`src/rtl/ibex_mem_responder.sv`:
```
// ibex_mem_responder
// Word-addressed backing store with an ibex-style req/gnt/rvalid data
// interface. Accepted requests are answered in order through a small
// response FIFO whose depth bounds the number of outstanding requests.
// Grant and response hooks (stall_gnt_i / stall_rsp_i) let a bench apply
// back-pressure and extra latency.

module ibex_mem_responder #(
  parameter int unsigned            ADDR_WIDTH      = 32,
  parameter int unsigned            DATA_WIDTH      = 32,
  parameter int unsigned            DEPTH_WORDS     = 64,
  parameter logic [ADDR_WIDTH-1:0]  BASE_ADDR       = '0,
  parameter int unsigned            MAX_OUTSTANDING = 2
) (
  input  logic                                  clk_i,
  input  logic                                  rst_ni,
  input  logic                                  req_i,
  output logic                                  gnt_o,
  input  logic [ADDR_WIDTH-1:0]                 addr_i,
  input  logic                                  we_i,
  input  logic [DATA_WIDTH/8-1:0]               be_i,
  input  logic [DATA_WIDTH-1:0]                 wdata_i,
  output logic                                  rvalid_o,
  output logic [DATA_WIDTH-1:0]                 rdata_o,
  output logic                                  err_o,
  input  logic                                  stall_gnt_i,
  input  logic                                  stall_rsp_i,
  output logic [$clog2(MAX_OUTSTANDING+1)-1:0]  outstanding_o
);

  localparam int unsigned BE_W  = DATA_WIDTH / 8;
  localparam int unsigned IDX_W = (DEPTH_WORDS > 1) ? $clog2(DEPTH_WORDS) : 1;
  localparam int unsigned PTR_W = (MAX_OUTSTANDING > 1) ? $clog2(MAX_OUTSTANDING) : 1;
  localparam int unsigned OCC_W = $clog2(MAX_OUTSTANDING + 1);
  localparam int unsigned AW1   = ADDR_WIDTH + 1;

  // Range limits carry one extra bit so BASE_ADDR + span cannot wrap.
  localparam logic [AW1-1:0] LO_ADDR = {1'b0, BASE_ADDR};
  localparam logic [AW1-1:0] HI_ADDR = LO_ADDR + AW1'(4 * DEPTH_WORDS);

  // Advance a FIFO pointer, wrapping at the (not necessarily power-of-2) depth.
  function automatic logic [PTR_W-1:0] ptr_inc(input logic [PTR_W-1:0] p);
    if (p == PTR_W'(MAX_OUTSTANDING - 1)) begin
      return '0;
    end else begin
      return p + PTR_W'(1);
    end
  endfunction

  // Backing store and response FIFO state.
  logic [DATA_WIDTH-1:0] r_mem       [DEPTH_WORDS];
  logic [DATA_WIDTH-1:0] r_fifo_data [MAX_OUTSTANDING];
  logic                  r_fifo_err  [MAX_OUTSTANDING];
  logic [PTR_W-1:0]      r_wr_ptr;
  logic [PTR_W-1:0]      r_rd_ptr;
  logic [OCC_W-1:0]      r_occ;

  logic [AW1-1:0]        w_addr_ext;
  logic [ADDR_WIDTH-1:0] w_offset;
  logic [IDX_W-1:0]      w_idx;
  logic                  w_in_range;
  logic                  w_rvalid;
  logic                  w_gnt;
  logic                  w_accept;
  logic                  w_pop;
  logic [DATA_WIDTH-1:0] w_push_data;
  logic                  w_push_err;
  logic                  w_unused;

  // Address decode: byte offsets [1:0] are dropped when forming the word index.
  assign w_addr_ext = {1'b0, addr_i};
  assign w_in_range = (w_addr_ext >= LO_ADDR) && (w_addr_ext < HI_ADDR);
  assign w_offset   = addr_i - BASE_ADDR;
  assign w_idx      = w_offset[IDX_W+1:2];
  assign w_unused   = ^w_offset;

  // A response leaves whenever the FIFO holds one and the latency hook allows.
  assign w_rvalid = rst_ni && (r_occ != '0) && !stall_rsp_i;
  // A full FIFO may still grant when its head is popping this same cycle.
  assign w_gnt    = rst_ni && req_i && !stall_gnt_i &&
                    ((r_occ < OCC_W'(MAX_OUTSTANDING)) || w_rvalid);
  assign w_accept = req_i && w_gnt;
  assign w_pop    = w_rvalid;

  assign gnt_o         = w_gnt;
  assign rvalid_o      = w_rvalid;
  assign outstanding_o = r_occ;

  // Build the response for the request being accepted (read data sampled now).
  always_comb begin
    w_push_data = '0;
    w_push_err  = 1'b0;
    if (!w_in_range) begin
      w_push_err = 1'b1;
    end else if (!we_i) begin
      w_push_data = r_mem[w_idx];
    end else begin
      w_push_data = '0;
    end
  end

  // Present the FIFO head only while a response is valid; otherwise zeros.
  always_comb begin
    rdata_o = '0;
    err_o   = 1'b0;
    if (w_rvalid) begin
      rdata_o = r_fifo_data[r_rd_ptr];
      err_o   = r_fifo_err[r_rd_ptr];
    end else begin
      rdata_o = '0;
      err_o   = 1'b0;
    end
  end

  // Backing store: cleared on reset, byte-masked update on accepted writes.
  always_ff @(posedge clk_i or negedge rst_ni) begin
    if (!rst_ni) begin
      for (int i = 0; i < int'(DEPTH_WORDS); i++) begin
        r_mem[i] <= '0;
      end
    end else if (w_accept && w_in_range && we_i) begin
      for (int b = 0; b < int'(BE_W); b++) begin
        if (be_i[b]) begin
          r_mem[w_idx][b*8 +: 8] <= wdata_i[b*8 +: 8];
        end
      end
    end
  end

  // Response FIFO payload: written at the accept edge.
  always_ff @(posedge clk_i or negedge rst_ni) begin
    if (!rst_ni) begin
      for (int i = 0; i < int'(MAX_OUTSTANDING); i++) begin
        r_fifo_data[i] <= '0;
        r_fifo_err[i]  <= 1'b0;
      end
    end else if (w_accept) begin
      r_fifo_data[r_wr_ptr] <= w_push_data;
      r_fifo_err[r_wr_ptr]  <= w_push_err;
    end
  end

  // Response FIFO pointers and occupancy; reset discards pending responses.
  always_ff @(posedge clk_i or negedge rst_ni) begin
    if (!rst_ni) begin
      r_wr_ptr <= '0;
      r_rd_ptr <= '0;
      r_occ    <= '0;
    end else begin
      if (w_accept) begin
        r_wr_ptr <= ptr_inc(r_wr_ptr);
      end
      if (w_pop) begin
        r_rd_ptr <= ptr_inc(r_rd_ptr);
      end
      case ({w_accept, w_pop})
        2'b10:   r_occ <= r_occ + OCC_W'(1);
        2'b01:   r_occ <= r_occ - OCC_W'(1);
        default: r_occ <= r_occ;
      endcase
    end
  end

endmodule

```
`config.mk`:
```
export PLATFORM = sky130hd
export DESIGN_NAME = ibex_mem_responder
export DESIGN_NICKNAME = d
export VERILOG_FILES = /design/src/rtl/ibex_mem_responder.sv
export SDC_FILE = /design/constraint.sdc
export NUM_CORES = 2
export LEC_CHECK = 0
export BUFFER_PORTS_ARGS = -buffer_cell sky130_fd_sc_hd__buf_2
export CAP_MARGIN = 30
export CORE_AREA = 2 2 533 535
export CTS_BUF_LIST = sky130_fd_sc_hd__clkbuf_8
export DETAILED_ROUTE_END_ITERATION = 6
export DIE_AREA = 0 0 535 537
export GPL_TIMING_DRIVEN = 0
export PLACE_DENSITY_LB_ADDON = 0.1
export SLEW_MARGIN = 20
export SYNTH_ARGS = -nofsm -noshare
export SYNTH_HDL_FRONTEND = slang
export SYNTH_SLANG_ARGS = --single-unit
export TNS_END_PERCENT = 5
```
`constraint.sdc`:
```
create_clock -name clk_i -period 2.1 [get_ports clk_i]
set_input_delay 0.315 -clock clk_i [delete_from_list [all_inputs] [get_ports clk_i]]
set_output_delay 0.315 -clock clk_i [all_outputs]
set_load 0.03 [all_outputs]
```
==> results.md <==
* Status: finished, violations left
* Failing checks: negative hold slack, negative setup slack
* Die Area at roughly 290,000 um2
* Largest net degree at the start of global routing at 137
* Clock transition at path regs at 0.06 ns
* Final Non-Filler Cells at 12,126
* Most common cell after layout, fill and taps aside: dfrtp_1
* Critical path depth at 5
* Final Hold Viols at ~160
* Least-Margin Pin Slew at between 1 and 1.5 ns
* Post-route cell area at 117,500 um2
* Worst clock skew at approximately 0.066 ns
* CP cell instances: buf_8 > buf_12 > mux2i_2 > nor2_4 > buf_6
* Final period util at 1.332
* Synth Flop Type: dfrtp_1
* Final count of pins violating max slew at 0
* Cell family with most CP delay: buffers and inverters
* Die Wd at 535 um
* Synthesis-to-layout area growth at 19.61%
* Port Buffers at 75
* Syn Area/Cell at 13.36 um2
* Number of DRC markers in iteration 0 at 5,767
* Tightest Hold Check Type: in -> async
* Post-Syn Nets at 7,427
* CP Buf/Inv Count at 3
* CP startpoint kind: flip-flop
* Initial Util at 0.3492
* Ys Warns at 0
* Min Hold Slack at -0.1062 ns
* First-pass DRT Iterations at 6
* Cell Area, Placed at 104,600 um2
* First-pass GRT wire length at 562,100 um
* Yosys cell types at 54
* GR Overflow Total at 0
* Clock latency on the worst-skew pair at 1.13 ns
* Min Tclk post-route at around 2.8 ns
* Site Rows at slightly below 200
* Crit path largest cell delay at 0.46 ns
* Layout cell share with drive strength beyond 1 at 0.3945
* Core Region at 281,300 um2
* Yosys reg bits at 2,118
* Mapped Cells at 7,352
* FF-to-FF Start: outstanding_o[1]$_DFFE_PN0P_
* Mapped cell area at slightly below 100,000 um2
* RSZ-0062 raised after global routing: true
* DRC errors left at 0
* Antenna Nets Post-Route at 0
* CP startpoint: r_rd_ptr$_DFFE_PN0P_
* Worst vdd ir at approximately 0.48 mV
* CTS tree: yes
* PwrDens at 756.6 nW/um2
* CP max-delay cell: dfrtp_2
* Total Routing Usage GR at 0.2778
* Fraction of registers with async set or reset after synthesis at 1.000
* Via count at 68,159
* I/O Pins at 111
* Crit-path max FO at 8
* Routed WL at 405,800 um
* Reg2reg path depth at 12
* CP required at ~1.8 ns
* Critical path type: reg -> out
* Clock sinks at 2,118
* Final GP Congestion at 0.9379
* Root buffer cell: clkbuf_8
* Die height at 537 um
* HPWL after DPL at 296,500 um
* Crit end category: primary output
* Most frequent cells in the layout: dfrtp_1 (2,114), mux2_2 (1,689), mux2i_1 (533), clkbuf_8 (496), mux2_1 (314)
* Final setup margin at -0.6981 ns
* Placed cell count at 11,238
* Register area share after synthesis at 0.5395
* Crit path DAT at 2.48 ns
* WL per Instance at 33.47 um
* Vias per cell at between 5 and 6
* H-tree depth at 5
* Number of filler cells placed in the layout at 26,516
* Max-cap violations at 0
* Setup violations, final at around 2,200
* Total chip power at 88.91 mW
* Post-synth EDFFs at 0
* Final net count at 8,128
* Vias in the first global route at 70,127
* CTS Buf Count at 391
* Slew Limit Headroom at 0.3124
* Final core occ at 0.4177
* Antenna violations before repair at 59
* Clock Path Buffers at 4
* Lkg Pwr at between 50 and 60 nW
* FMAX at between 300 and 400 MHz
## Yosys cell counts (all sizes together), types with 2 or more instances
master	n	share of area
a21oi	29	0.0015
a221o	58	0.0059
a221oi	262	0.023
a22o	32	0.0029
a32o	96	0.0098
and2	2	0.00013
and4	4	0.00036
and4bb	32	0.0041
buf	209	0.012
clkbuf	403	0.015
dfrtp	2118	0.54
inv	100	0.0038
mux2	2048	0.23
mux2i	545	0.056
nand2	434	0.027
nand2b	4	0.00025
nand3	3	0.00028
nor2	169	0.0078
nor2b	99	0.0063
nor3	2	0.00010
nor3b	2	0.00015
nor4	6	0.00038
o2111ai	32	0.0029
o21a	3	0.00023
o21ai	194	0.0099
o22a	67	0.0060
o22ai	189	0.012
o31ai	96	0.0073
o32ai	96	0.0086
or2	3	0.00019
or3	2	0.00013
or3b	2	0.00018
xnor2	4	0.00036
## repair_timing
item,CTS,global route
setup buffers,31,32
gates cloned,16,5
gates resized for setup,406,361
setup endpoints to repair,2427,2362
hold buffers,76,4
pin swaps,11,27
hold endpoints to repair,1176,98
## power by group
part | switching (mW) | internal [mW]
combinational | 5.62 | 2.02
sequential | 0.0655 | 40.9
clock | 18.9 | 21.4
## registers in the layout (all words and copies together) (netlist names)
register       count
r_fifo_data       64
outstanding_o      2
r_mem           2048
r_wr_ptr           1
r_rd_ptr           1
r_fifo_err         2
## routing by layer
layer	vias to the layer above	part of all wire	wire (um)	global-route usage
met3	597	0.059	23850	0.04113
li1	28907	-	-	-
met5	-	0	0	0
met4	0	0.046	18840	0.1125
met1	36551	0.43	176100	0.3772
met2	2104	0.46	187100	0.4449
## worst paths after layout
path / end / slack [ns]
worst max-delay path: rdata_o[18] / -0.70
max in group asynchronous: r_mem[1338]$_DFFE_PN0P_ / -0.20
worst max register to register: r_mem[336]$_DFFE_PN0P_ / -0.42
worst min-delay path: r_mem[677]$_DFFE_PN0P_ / -0.11
worst min register to register: r_fifo_data[62]$_DFFE_PN0P_ / 0.48
min in group clk_i: r_fifo_data[0]$_DFFE_PN0P_ / -0.02
## per-stage QoR
step / TNS [ns] / worst slack [ns]
after floorplan: -2.422 / -0.03999
after global placement: - / -52.24
after detailed placement: -8419.16 / -3.820
after CTS: -559.77 / -0.7834
after global routing: -606.16 / -0.7811
final: -543.07 / -0.6981
## tightest hold or removal path: cells and delay by family
| family | cells | cell delay, ns |
|---|---|---|
| buf+inv | 7 | 1.08 |
## cells by family (layout without fill, tap and decap cells)
logic type / count (synthesis) / in the layout / synth area share
other: 0 / 20 / 0
XOR/XNOR: 5 / 5 / 0.0004457
AO/OA/AOI/OAI: 1155 / 1155 / 0.09032
adder cells (fa/ha/maj): 1 / 1 / 0.0001273
AND/OR/NAND/NOR: 768 / 768 / 0.04796
multiplexers: 2593 / 2593 / 0.2903
flip-flops: 2118 / 2118 / 0.5395
buffers and inverters: 712 / 1723 / 0.03142
## area by class of cell
cell class                 count  area, um2  share of cell area
antenna                       20      50.05           0.0004259
buffer                       611       3475             0.02957
clock buffer                 494       6799             0.05786
clock inverter               209       1070            0.009104
inverter                     100      382.9            0.003258
multi-input combinational   4522      43980              0.3743
sequential                  2118      53010              0.4511
tap                         3743       4683             0.03985
timing repair buffer         309       4064             0.03458
No activity file was read; power rests on OpenSTA's default activity.
